$ cat src/rtl/fc8_mem_arbiter.sv
// fc8_mem_arbiter: shares the FC8 RAM port between the CPU (priority) and a DMA master,
// forcing a DMA slot after MAX_WAIT denied request cycles.
// Ports:
//   clk, rst_n                      clock, synchronous active-low reset
//   cpu_addr/wdata/rd_en/wr_en      CPU memory request
//   cpu_rdata, cpu_rdy              CPU read data and completion/stall flag
//   dma_req/we/addr/wdata           DMA request, held until dma_ack
//   dma_ack, dma_rdata              one-cycle completion pulse and registered read data
//   mem_addr/wdata/rd_en/wr_en      RAM port (synchronous write)
//   mem_rdata                       RAM asynchronous read data
module fc8_mem_arbiter #(
    parameter int ADDR_W   = 16,
    parameter int MAX_WAIT = 4
) (
    input  logic              clk,
    input  logic              rst_n,
    input  logic [ADDR_W-1:0] cpu_addr,
    input  logic [7:0]        cpu_wdata,
    input  logic              cpu_rd_en,
    input  logic              cpu_wr_en,
    output logic [7:0]        cpu_rdata,
    output logic              cpu_rdy,
    input  logic              dma_req,
    input  logic              dma_we,
    input  logic [ADDR_W-1:0] dma_addr,
    input  logic [7:0]        dma_wdata,
    output logic              dma_ack,
    output logic [7:0]        dma_rdata,
    output logic [ADDR_W-1:0] mem_addr,
    output logic [7:0]        mem_wdata,
    output logic              mem_rd_en,
    output logic              mem_wr_en,
    input  logic [7:0]        mem_rdata
);
    localparam logic       S_IDLE = 1'b0;
    localparam logic       S_ACK  = 1'b1;
    localparam logic [3:0] MW     = 4'(MAX_WAIT);

    logic       state;
    logic [3:0] wait_cnt;
    logic       cpu_req;
    logic       force_dma;
    logic       dma_grant;

    assign cpu_req   = cpu_rd_en | cpu_wr_en;
    assign force_dma = wait_cnt >= MW;
    // Reset masks the grant so the forced-idle bus outputs fall out of the mux below.
    assign dma_grant = rst_n & (state == S_IDLE) & dma_req & (~cpu_req | force_dma);

    always_comb begin
        mem_addr  = dma_grant ? dma_addr : cpu_addr;
        mem_wdata = dma_grant ? dma_wdata : cpu_wdata;
        mem_rd_en = rst_n & (dma_grant ? ~dma_we : cpu_rd_en);
        mem_wr_en = rst_n & (dma_grant ? dma_we : cpu_wr_en);
        cpu_rdy   = ~(dma_grant & cpu_req);
        cpu_rdata = mem_rdata;
    end

    always_ff @(posedge clk) begin
        if (!rst_n) begin
            state     <= S_IDLE;
            wait_cnt  <= 4'd0;
            dma_ack   <= 1'b0;
            dma_rdata <= 8'h00;
        end else if (dma_grant) begin
            state    <= S_ACK;
            wait_cnt <= 4'd0;
            dma_ack  <= 1'b1;
            if (!dma_we)
                dma_rdata <= mem_rdata;
        end else if (state == S_ACK) begin
            // wait_cnt is already zero here: S_ACK is only entered through a grant.
            state   <= S_IDLE;
            dma_ack <= 1'b0;
        end else begin
            dma_ack  <= 1'b0;
            wait_cnt <= !dma_req ? 4'd0 : (wait_cnt == 4'hF ? 4'hF : wait_cnt + 4'd1);
        end
    end
endmodule

$ cat config.mk
export PLATFORM = sky130hd
export DESIGN_NAME = fc8_mem_arbiter
export DESIGN_NICKNAME = d
export VERILOG_FILES = /design/src/rtl/fc8_mem_arbiter.sv
export SDC_FILE = /design/constraint.sdc
export NUM_CORES = 1
export LEC_CHECK = 0
export BUFFER_PORTS_ARGS = -buffer_cell sky130_fd_sc_hd__buf_4
export CORE_MARGIN = 2
export CORE_UTILIZATION = 35
export DETAILED_ROUTE_END_ITERATION = 10
export GPL_TIMING_DRIVEN = 1
export PLACE_DENSITY = 0.81
export SYNTH_ARGS = -nofsm -noshare
export SYNTH_HDL_FRONTEND = slang
export SYNTH_SLANG_ARGS = --single-unit
export TNS_END_PERCENT = 50
$ cat constraint.sdc
create_clock -name clk -period 1.65 [get_ports clk]
set_input_delay 0.0825 -clock clk [delete_from_list [all_inputs] [get_ports clk]]
set_output_delay 0.0825 -clock clk [all_outputs]
set_load 0.05 [all_outputs]
==> results.md, run 1 <==
- Status: complete, but fails checks
- Violated checks: setup timing
- Synthesized area: 995 um2
- Setup Crit Path Kind: reg -> out
- Maximum number of pins on one net before global-route repair: 26
- Finish-stage setup viols: 25
- Die W: 57.3 um
- CTS sink count: 13
- Post-synthesis sequential area ratio: a little over a quarter
- Vias: 1158
- Post-CTS setup buffers: 0
- Core ar.: 2730 um2
- CP required: 1570 ps
- Total die area: 3280 um2
- Synth unique cells: 27
- CP Max Fanout: 25
- Fin area: ~1900 um2
- Skew final: roughly 6.7 ps
- Root Driver: clkbuf_4
- Most frequent cells in the layout: buf_4 (82), buf_6 (25), mux2_2 (23)
- Routed wire per std cell: roughly 16 um
- Sum Neg Setup Slack: -5310 ps
- Initial antenna violation count: 0
- Global Route Usage Sum: 22.9%
- Max cap viols: 0
- Reg2reg end: wait_cnt[2]
- CP Depth: 5
- R2R Setup Slk: a little under 300 ps
- Share of the synthesized area in the top cell type: 26.2%
- CP Buf/Inv Count: 2
- Syn_area_per_cell: between 9 and 10 um2
- Total number of yosys warnings: 0
- Syn Nets: 169
- CP startpoint: wait_cnt[3]
- Pre-antenna DRT Iters: 4
- Area growth from synthesis to layout: 90.2%
- Achievable Freq: 526 MHz
- Area after DPL: 1760 um2
- Top delay family on crit path: multiplexers
- Worst slew pin tran: 416 ps
- Pwr Total: 1.08 mW
- Worst path cell trace: or2_4, o211ai_4, buf_12, mux2_2, buf_6
- Final worst path period share: 115%
- # port buffers: 105
- First-pass GRT wire length: 5710 um
- Setup ws final: -251 ps
- Non-Filler Instances: between 200 and 250
- Deepest clock path buffer count: 2
- Chip height: 57.3 um
- Cells on worst reg2reg path: 4
- FF-to-FF Start: wait_cnt[0]
- Leak: 0.915 nW
- CP Capture Type: output pin
- Hold crit path type: in -> reg
- VDD IR-drop max: 0.507 mV
- CP Launch Type: flip-flop
- Yosys top cell by area: dfxtp_1
- Gp weighted congestion: 0.917
- Vias in the first global route: 1185
- WP data arrival: approximately 1800 ps
- Htree depth: 1
- Placed wire-length estimate: ~3000 um
- # fillers: 211
- Tmin final: 1900 ps
- Initial DRC count: 25
- Synthesis-stage register bit count: 13
- Nets: 270
- Io pins: 106
- Max-Slew Margin vs Limit: 71.6%
- Clock transition at path regs: around 80 ps
- Final WL: 3830 um
- Grt total ovfl: 0
- Slowest stage cell, crit path: mux2_2
- Worst skew pair latency: 280 ps
- Initial Util: between 30% and 40%
- Layout cell share with drive strength beyond 1: 69.9%
- DP Cell Count: about 230
- Crit-path max cell delay: 390 ps
- RSZ-0062 raised after global routing: yes
- Cts bufs inserted: 3
- Top post-synthesis cells by area: dfxtp_1 (26%), mux2_2 (26%), mux2i_1 (8.1%)
- Hold_buf cts: 0
- CTS tree: done
- Slew Viols, Final: 0
- Drc violations: 0
- Post-DR vias/cell: 4.89
- Mapped Cells: 106
- PwrDens: about 570 nW/um2
- Cell row count: 19
- Leading cell type in the layout, fill and taps excluded: buf_4
- Worst Setup EP: mem_addr[8]
- Dpl ws: 29.4 ps
- Antenna Diode Count: 0
- Post-route ant nets: 0
- Hold Vio Cnt, Final: 0
## cells by family after synthesis
family | synth area share, %
compound gates | 12.0
fa+ha+maj | 1.26
buf+inv | 10.9
flops | 26.2
mux | 35.2
simple gates | 14.5
## Yosys cell counts
cell type  count
a21oi_1        4
o211a_1        1
a2111oi_0      1
nand3_1        2
and2_1         1
or2_4          2
and2b_1        1
o21ai_0        3
a21boi_0       1
o41ai_1        1
nand2_1       20
nand2b_1       1
o211ai_1       1
mux2i_1        8
buf_8          2
inv_1          3
dfxtp_1       13
nor2_1         2
buf_4          8
nand4_1        1
or2b_1         1
o211ai_4       1
mux2_2        23
mux2_1         1
a211oi_4       1
clkbuf_1       2
ha_1           1
## worst min path at each step
stage	to	start	slack, ps	cells past startpoint
finish	dma_rdata[4]	mem_rdata[4]	60	3
floorplan	dma_rdata[0]	mem_rdata[0]	220	2
detailed placement	dma_rdata[2]	mem_rdata[2]	360	3
global route	dma_rdata[2]	mem_rdata[2]	60	3
CTS	dma_rdata[4]	mem_rdata[4]	50	3
global placement	dma_rdata[1]	mem_rdata[1]	350	3
## per-layer routing
| metal | vias up | share of wire, % | global-route usage [%] |
|---|---|---|---|
| met4 | 0 | 1.1 | 6.31 |
| li1 | 563 | - | - |
| met5 | - | 0 | 0 |
| met2 | 54 | 55 | 42.9 |
| met3 | 4 | 6.8 | 4.99 |
| met1 | 537 | 37 | 25.8 |
## power breakdown
group / switching, mW / total, mW / internal (mW) / leakage (nW)
clock network: 0.107 / 0.196 / 0.0899 / 0.0177
registers: 0.00569 / 0.327 / 0.321 / 0.107
logic: 0.317 / 0.559 / 0.242 / 0.791
total: 0.429 / 1.08 / 0.653 / 0.915
## worst min-delay path, cell delays in order
cell	delay [ps]
buf_4	110
nand2_1	50
mux2i_1	50
## sequential cells by signal, summed over array words and instances, names as in the netlist
| signal | flops |
|---|---|
| dma_rdata | 8 |
| state | 1 |
| wait_cnt | 4 |
## metrics by stage
| stage | util, % | hold slack, ps |
|---|---|---|
| 6_report | 69.2 | 58.4 |
| 5_1_grt | 69.2 | 56.9 |
| 4_1_cts | 69.0 | 51.3 |
| 3_5_place_dp | 64.5 | 360 |
| 3_3_place_gp | 64.5 | 348 |
| 2_1_floorplan | - | 225 |
## area by class of cell
cell class | count | area (um2) | share of cell area [%]
inverters | 3 | 11.3 | 0.595
flip-flops and latches | 13 | 264 | 14.0
multi-input cells | 78 | 633 | 33.5
repair buffers | 108 | 917 | 48.5
clock inverters | 1 | 5.00 | 0.265
well taps | 31 | 38.8 | 2.05
clock buffers | 3 | 22.5 | 1.19
## what timing repair did
action	in CTS	in global routing
hold endpoints to repair	0	0
resized for setup	26	2
setup endpoints to repair	25	26
pin swaps	0	0
(Power assumes the default switching activity.)
==> run 2: changes to the inputs <==
CORE_UTILIZATION = 37   (was 35)
PLACE_DENSITY = 0.95   (was 0.81)
clock period = 2.29 ns   (was 1.65 ns; I/O delays follow)
==> results.md, run 2 (same netlist as run 1, synthesis figures left out) <==
- Antenna Diode Count: 0 (unchanged)
- Post-route ant nets: 0 (unchanged)
- Clock transition at path regs: 90 ps (was 80 ps)
- Routed wire per std cell: 14.5 um (was 16.2 um)
- # port buffers: 105 (unchanged)
- Htree depth: 1 (unchanged)
- Tmin final: 2100 ps
- Leading cell type in the layout, fill and taps excluded: buf_4 (unchanged)
- Leak: 0.861 nW (was 0.915 nW)
- Placed wire-length estimate: 2860 um (was 3000 um)
- VDD IR-drop max: 0.447 mV (was 0.507 mV)
- First-pass GRT wire length: 5290 um (was 5710 um)
- Post-CTS setup buffers: 0 (unchanged)
- Max reg flops: 8 (unchanged)
- Vias in the first global route: 1177 (was 1185)
- Dpl ws: 521 ps (was 29.4 ps)
- Cell row count: 18 (was 19)
- CP Launch Type: flip-flop (unchanged)
- Sequential Area: 260 um2 (was 264 um2)
- Setup Crit Path Kind: reg -> out (unchanged)
- Largest Register: dma_rdata (unchanged)
- Deepest clock path buffer count: 2 (unchanged)
- CP required: 2180 ps (was 1570 ps)
- Root Driver: clkbuf_4 (unchanged)
- Max-Slew Margin vs Limit: 60.6% (was 71.6%)
- Global Route Usage Sum: 21.4% (was 22.9%)
- Post-DR vias/cell: 4.77 (was 4.89)
- Initial Util: 39.4% (was 36.4%)
- Finish-stage setup viols: 0 (was 25)
- Total die area: 3120 um2 (was 3280 um2)
- Most frequent cells in the layout: buf_4 (106), mux2_2 (23), nand2_1 (20) (was buf_4 (82), buf_6 (25), mux2_2 (23))
- CTS sink count: 13 (unchanged)
- CP Max Fanout: 25 (unchanged)
- Nets: 268 (was 270)
- Max cap viols: 0 (unchanged)
- # fillers: 222 (was 211)
- Slew Viols, Final: 0 (unchanged)
- Maximum number of pins on one net before global-route repair: 26 (unchanged)
- Chip height: 55.9 um (was 57.3 um)
- Worst skew pair latency: 290 ps (was 280 ps)
- Hold crit path type: in -> reg (unchanged)
- Cts bufs inserted: 3 (unchanged)
- Initial antenna violation count: 0 (unchanged)
- Io pins: 106 (unchanged)
- Area growth from synthesis to layout: 76.7% (was 90.2%)
- CP Capture Type: output pin (unchanged)
- PwrDens: 431 nW/um2 (was 572 nW/um2)
- Multi-input gate area in the final layout: 626 um2 (was 633 um2)
- Final worst path period share: 91.5%
- Post-cts sizing count: 0 (was 26)
- RSZ-0062 raised after global routing: no (was yes)
- Final WL: 3390 um (was 3830 um)
- Status: finished clean (was complete, but fails checks)
- Pre-antenna DRT Iters: 4 (unchanged)
- Hold_buf cts: 0 (unchanged)
- Sum Neg Setup Slack: 0 ps (was -5310 ps)
- Initial DRC count: 20 (was 25)
- Grt total ovfl: 0 (unchanged)
- Worst slew pin tran: 589 ps (was 416 ps)
- Drc violations: 0 (unchanged)
- Hold Vio Cnt, Final: 0 (unchanged)
- Skew final: 2.65 ps (was 6.72 ps)
- Achievable Freq: 477 MHz
- Leading registers by flop count: dma_rdata: 8 flops, wait_cnt: 4 flops, state: 1 flops (unchanged)
- Gp weighted congestion: 0.926 (was 0.917)
- WP data arrival: 1980 ps (was 1820 ps)
- Vias: 1116 (was 1158)
- CTS tree: done (unchanged)
- Setup ws final: 194 ps (was -251 ps)
- Die W: 55.9 um (was 57.3 um)
- Core ar.: 2520 um2 (was 2730 um2)
- Layout cell share with drive strength beyond 1: 67.2% (was 69.9%)
==> run 2: cell types whose count changed in the layout (fill, tap and decap cells not counted) <==
cell     change
mux2_4       -1
buf_6       -25
buf_4       +24
buf_12       -1
dfxtp_1      +3
dfxtp_2      -3
mux2_1       +1
a21oi_1      +1
a21oi_2      -1
==> run 2: path summary, 6_finish.rpt <==
check | start | endpoint | slack (ps) | cells after the start
setup / recovery | state | mem_addr[0] | 190 | 5
hold / removal | mem_rdata[5] | dma_rdata[5] | 80 | 3
setup reg to reg | state | dma_rdata[2] | 750 | 3
hold reg to reg | dma_rdata[1] | dma_rdata[1] | 470 | 2
==> run 2: critical path: stages (launching register included) <==
cell	delay [ps]
dfxtp_1	420
and2b_1	260
o211ai_4	90
buf_4	330
mux2_2	400
buf_4	190
==> run 2: per-stage QoR <==
step                hold WS (ps)  instances  cell area (um2)  power, mW  utilization [%]
floorplan                    256        106              995      0.466                -
global placement             383        230             1730      0.607             68.6
detailed placement           389        230             1730      0.612             68.6
CTS                         70.6        234             1760      0.764             69.7
global route                62.1        234             1760      0.794             69.7
finish                      82.0        234             1760      0.758             69.7
==> run 2: final cells by class <==
class / instances / area share [%]
inverter: 3 / 0.641
timing repair buffer: 106 / 45.3
tap: 30 / 2.14
clock inverter: 1 / 0.285
sequential: 13 / 14.8
multi-input combinational: 78 / 35.6
clock buffer: 3 / 1.28
==> run 2: where the power goes <==
part | internal (mW) | switching (mW)
combinational | 0.153 | 0.218
clock | 0.0650 | 0.0865
sequential | 0.231 | 0.00403
==> run 2: layer usage <==
layer  up-vias  part of all wire [%]  GRT usage, %
met2        48                    53          38.8
met4         0                  0.38          4.76
met1       505                    39          24.8
met3         2                   7.2          6.51
met5         -                     0             0
li1        561                     -             -
